**config.mk**
```make
export PLATFORM = sky130hd
export DESIGN_NAME = reg_file_flat
export DESIGN_NICKNAME = d
export VERILOG_FILES = /design/src/rtl/riscv_pkg.sv /design/src/rtl/reg_file_if.sv /design/src/rtl/reg_file_rport.sv /design/src/rtl/reg_file.sv /design/src/flat_wrapper.sv
export SDC_FILE = /design/constraint.sdc
export NUM_CORES = 2
export LEC_CHECK = 0
export BUFFER_PORTS_ARGS = -buffer_cell sky130_fd_sc_hd__buf_2
export CELL_PAD_IN_SITES_DETAIL_PLACEMENT = 1
export CELL_PAD_IN_SITES_GLOBAL_PLACEMENT = 1
export CORE_UTILIZATION = 45
export DETAILED_ROUTE_END_ITERATION = 8
export PLACE_DENSITY_LB_ADDON = 0.1
export SYNTH_ARGS = -nofsm -noshare
export SYNTH_HDL_FRONTEND = slang
export SYNTH_SLANG_ARGS = --single-unit
```
**constraint.sdc**
```tcl
create_clock -name clk -period 2.67 [get_ports clk]
set_clock_uncertainty 0.2 [all_clocks]
set_input_delay 0.267 -clock clk [delete_from_list [all_inputs] [get_ports clk]]
set_output_delay 0.267 -clock clk [all_outputs]
set_load 0.05 [all_outputs]
```
**src/rtl/riscv_pkg.sv**
```systemverilog
// Shared RV32I integer-datapath types and sizes used by the register file slice.
package riscv_pkg;

  localparam int XLEN  = 32;
  localparam int NREGS = 32;
  localparam int AW    = $clog2(NREGS);

  typedef logic [XLEN-1:0] word_t;
  typedef logic [AW-1:0]   reg_addr_t;

  localparam reg_addr_t REG_ZERO = {AW{1'b0}};
  localparam word_t     WORD_ZERO = {XLEN{1'b0}};

  // x0 is architecturally constant, so every access path keys off this test
  function automatic logic is_x0(input reg_addr_t addr);
    return (addr == REG_ZERO);
  endfunction

endpackage

```
**src/rtl/reg_file_if.sv**
```systemverilog
// Decode/writeback-side bus of the integer register file: one write port, two read ports.
interface reg_file_if;
  import riscv_pkg::*;

  logic      w_en;
  reg_addr_t waddr;
  word_t     wdata;
  reg_addr_t raddr1;
  word_t     rdata1;
  reg_addr_t raddr2;
  word_t     rdata2;

  modport master (
    output w_en, waddr, wdata, raddr1, raddr2,
    input  rdata1, rdata2
  );

  modport slave (
    input  w_en, waddr, wdata, raddr1, raddr2,
    output rdata1, rdata2
  );

endinterface

```
**src/rtl/reg_file_rport.sv**
```systemverilog
// One combinational read port with x0 masking.
// Optional same-cycle write forwarding when REGS_BYPASS_EN is defined.
module reg_file_rport
  import riscv_pkg::*;
(
  input  word_t     regs [1:NREGS-1],
  input  reg_addr_t raddr,
`ifdef REGS_BYPASS_EN
  input  logic      w_en,
  input  reg_addr_t waddr,
  input  word_t     wdata,
`endif
  output word_t     rdata
);

  word_t rdata_s;

  // read mux: x0 masks to zero, otherwise committed (or forwarded) value
  always_comb begin
    rdata_s = WORD_ZERO;
    if (is_x0(raddr)) begin
      rdata_s = WORD_ZERO;
    end else begin
`ifdef REGS_BYPASS_EN
      if (w_en && !is_x0(waddr) && (waddr == raddr)) begin
        rdata_s = wdata;
      end else begin
        rdata_s = regs[raddr];
      end
`else
      rdata_s = regs[raddr];
`endif
    end
  end

  assign rdata = rdata_s;

endmodule

```
**src/rtl/reg_file.sv**
```systemverilog
// RV32I integer register file x0..x31: storage for x1..x31 plus two independent read ports.
// Build option: REGS_BYPASS_EN forwards the in-flight write to matching read ports.
module reg_file
  import riscv_pkg::*;
(
  input  logic       clk,
  input  logic       rst_n,
  reg_file_if.slave  bus
);

  // x0 has no storage; it is synthesised as a constant in each read port
  word_t regs_r [1:NREGS-1];

  // storage update: reset clears everything and wins over a same-cycle write
  always_ff @(posedge clk) begin
    if (!rst_n) begin
      for (int i = 1; i < NREGS; i++) begin
        regs_r[i] <= WORD_ZERO;
      end
    end else if (bus.w_en && !is_x0(bus.waddr)) begin
      regs_r[bus.waddr] <= bus.wdata;
    end
  end

  reg_file_rport u_rport1 (
    .regs  (regs_r),
    .raddr (bus.raddr1),
`ifdef REGS_BYPASS_EN
    .w_en  (bus.w_en),
    .waddr (bus.waddr),
    .wdata (bus.wdata),
`endif
    .rdata (bus.rdata1)
  );

  reg_file_rport u_rport2 (
    .regs  (regs_r),
    .raddr (bus.raddr2),
`ifdef REGS_BYPASS_EN
    .w_en  (bus.w_en),
    .waddr (bus.waddr),
    .wdata (bus.wdata),
`endif
    .rdata (bus.rdata2)
  );

endmodule

```
**src/flat_wrapper.sv**
```systemverilog
// flat-port wrapper written by rule: the top's interface ports become plain ports
module reg_file_flat import riscv_pkg::*;
  (clk, rst_n, bus_w_en, bus_waddr, bus_wdata, bus_raddr1, bus_raddr2, bus_rdata1, bus_rdata2);
  reg_file_if bus_i ();
  input  logic clk;
  input  logic rst_n;
  input wire logic [$bits(bus_i.w_en)-1:0] bus_w_en;
  input wire logic [$bits(bus_i.waddr)-1:0] bus_waddr;
  input wire logic [$bits(bus_i.wdata)-1:0] bus_wdata;
  input wire logic [$bits(bus_i.raddr1)-1:0] bus_raddr1;
  input wire logic [$bits(bus_i.raddr2)-1:0] bus_raddr2;
  output wire logic [$bits(bus_i.rdata1)-1:0] bus_rdata1;
  output wire logic [$bits(bus_i.rdata2)-1:0] bus_rdata2;
  assign bus_i.w_en = bus_w_en;
  assign bus_i.waddr = bus_waddr;
  assign bus_i.wdata = bus_wdata;
  assign bus_i.raddr1 = bus_raddr1;
  assign bus_i.raddr2 = bus_raddr2;
  assign bus_rdata1 = bus_i.rdata1;
  assign bus_rdata2 = bus_i.rdata2;
  reg_file u_core (.clk(clk), .rst_n(rst_n), .bus(bus_i));
endmodule
```
==> flow_summary.json <==
{
  "p_per_area_mw_per_mm2": 569,
  "die_h_um": 344,
  "coreArea_mm2": 0.116,
  "synth.area.top_cells": "dfxtp_1 (38%), nand2_1 (14%), mux4_2 (14%)",
  "slew_headroom_pct": 39.9,
  "place_ws_ns": -0.563,
  "routedWlPerCell_um": 32.7,
  "holdWs_ns": 0.154,
  "rows": 125,
  "maxCapViolCount": 0,
  "worst_ep_arrival_time_ns": 2.36,
  "wirelength_mm": 247,
  "route.detailed.drc": 0,
  "cts_tree": "built",
  "fin_crit_sh_pct": 106,
  "dr.pass1.iters": 5,
  "cts_buffers": 114,
  "worst-path-max-fanout": 3,
  "yosys.area.top_type": "dfxtp_1",
  "die_area_mm2": 0.118,
  "grt_first_pass_wirelength_mm": 352,
  "intPower_mw": 26.7,
  "totalPowerFinal_mw": 36.2,
  "clock_latency_ns": 0.72,
  "postLayoutCellArea_mm2": 0.0637,
  "maxSlewViolCount": 0,
  "end_kind": "output port",
  "worst-setup-path-type": "flip-flop to output port",
  "reg.largest.list": "u_core.regs_r x992",
  "yosysSeqAreaShare_pct": 37.7,
  "layout.nets": 5985,
  "track_usage_pct": 40.9,
  "synth_seq_cells": 992,
  "max_freq_mhz": 354,
  "initial_core_util_pct": 45.4,
  "peakVddDrop_mv": 0.567,
  "syn2layout_area_growth_pct": 21.0,
  "syn_inst": 5888,
  "violations": "negative setup slack",
  "drt-initial-drc-count": 5953,
  "p_leak_nw": 21.7,
  "antenna_found_initial": 15,
  "grt_pass1_vias": 50000,
  "yosysTopAreaCellShare_pct": 37.7,
  "clk_pin_slew_ns": 0.06,
  "grt_max_degree": 132,
  "dpl_cell_area_mm2": 0.0577,
  "die_w_um": 344,
  "gp_congestion": 0.940,
  "p_sw_mw": 9.58,
  "worstPathRequired_ns": 2.20,
  "synth_cell_types": 40,
  "synth_area_mm2": 0.0527,
  "ant_nets": 0,
  "status": "finished with violations",
  "setup_ws_ns": -0.158,
  "vias": 49900,
  "largest_register_ffs": 992,
  "hold_viol_final": 0,
  "overflow": 0,
  "hpwl_mm": 157,
  "port_buffers": 113,
  "worstMarginPinSlew_ns": 0.901,
  "hold_class": "input pin to flip-flop",
  "switching_share_pct": 26.4,
  "cts.sinks": 992,
  "fin_crit_ns": 2.83,
  "combPwrFrac_pct": 11.6,
  "yosysWarnings": 0,
  "critPathLaunchType": "flip-flop",
  "synth_nets": 5938,
  "grt_setup_unrepaired": "true",
  "io_pins": 114,
  "setup_viol": 52,
  "syn_avg_cell_area_um2": 8.94,
  "cts.htree.levels": 3,
  "pwr-share-seq_pct": 41.4,
  "clk_path_buf_depth": 3,
  "largest-register": "u_core.regs_r",
  "cts_root_buffer": "clkbuf_16",
  "routed_via_density": 6.60,
  "p_clk_share_pct": 47.0,
  "drive_gt1_share_pct": 25.6
}
-- repair_timing --
| item | 4_1_cts | 5_1_grt |
|---|---|---|
| hold buffers | 34 | 0 |
| gates cloned | 0 | 1 |
| buffers inserted | 13 | 9 |
| pin swaps | 72 | 51 |
| endpoints found under the hold margin | 972 | 0 |
| endpoints found under the setup margin | 64 | 64 |
| gates resized for setup | 322 | 157 |
-- critical path, stage by stage, from the launching register on --
cell     delay, ns
dfxtp_2       0.35
mux4_2        0.46
mux2_4        0.29
o22ai_4       0.16
buf_6         0.14
nor3_2        0.06
buf_12        0.17
-- worst paths after layout --
kind,start,end,slack [ns],depth (start not counted)
worst max-delay path,u_core.regs_r[95],bus_rdata1[31],-0.16,6
worst min-delay path,bus_waddr[0],u_core.regs_r[119],0.15,5
worst max register to register,u_core.regs_r[18],u_core.regs_r[18],1.27,3
worst min register to register,u_core.regs_r[611],u_core.regs_r[611],0.27,2
-- stage by stage --
| step | utilization (%) | TNS (ns) | instances |
|---|---|---|---|
| 6_report | 54.9 | -3.41 | 7560 |
| 3_5_place_dp | 49.7 | -4.24 | 7302 |
| 2_1_floorplan | - | 0 | 5888 |
| 3_3_place_gp | 49.7 | -4.60 | 7301 |
| 4_1_cts | 54.4 | -4.14 | 7545 |
| 5_1_grt | 54.9 | -5.82 | 7559 |
-- cell type report --
| class | instances | area, um^2 |
|---|---|---|
| timing repair buffer | 538 | 6170 |
| sequential | 992 | 20100 |
| tap | 1524 | 1910 |
| antenna | 5 | 12.5 |
| clock inverter | 42 | 556 |
| clock buffer | 170 | 3460 |
| fill | 12800 | 52300 |
| multi-input combinational | 4288 | 31600 |
| inverter | 1 | 3.75 |
-- power by group through the flow --
stage	combinational, mW	clock, mW	sequential (mW)
after floorplan	2.17	0	15.3
after global placement	3.82	0	15.3
after detailed placement	3.86	0	15.3
after CTS	4.04	17.1	15.0
after global routing	4.28	17.7	15.0
final	4.20	17.0	15.0
-- kinds of logic (layout without fill, tap and decap cells) --
logic type	after synthesis	count (layout)	synth area share (%)
simple gates	2311	2311	17.4
mux	692	692	21.3
other cells	0	5	0
buf+inv	608	751	5.39
flops	992	992	37.7
compound gates	1285	1285	18.2
-- placed cells by master, fill, tap and decap left out, types with 42 or more instances in the layout --
cell type,instances
nor2_1,48
a21boi_0,802
mux2_2,53
dfxtp_1,833
mux2i_1,264
a22oi_2,42
nand3_1,42
buf_4,264
a21boi_1,190
a22oi_1,81
mux2_4,43
clkbuf_16,119
dfxtp_2,159
buf_2,42
nand2_1,2001
o22ai_1,69
mux4_2,332
buf_12,153
-- routing by layer --
metal	vias up	GRT usage (%)	wire, um	part of all wire, %
li1	20600	-	-	-
met1	25700	54.4	99100	40
met2	2819	61.0	108000	44
met3	777	9.38	24500	9.9
met4	8	23.3	15400	6.2
met5	-	0	46	0.019
-- Yosys cell counts, drive strengths merged --
| library cell | n |
|---|---|
| clkbuf | 275 |
| buf | 332 |
| nor2b | 7 |
| and2 | 17 |
| a2111oi | 32 |
| nand4 | 33 |
| and3 | 1 |
| nor3 | 41 |
| mux2i | 264 |
| nor2 | 82 |
| nand4b | 8 |
| a21oi | 10 |
| nand2 | 2033 |
| mux2 | 96 |
| mux4 | 332 |
| nand3 | 43 |
| or2 | 2 |
| nor3b | 1 |
| clkinv | 1 |
| a221oi | 32 |
| o22ai | 96 |
| nand2b | 7 |
| nand3b | 1 |
| a21boi | 992 |
| and4 | 1 |
| a22oi | 123 |
| and4b | 3 |
| or3 | 27 |
| nor4b | 1 |
| and4bb | 3 |
| dfxtp | 992 |
Note: power is estimated with default switching activity, not from simulation.
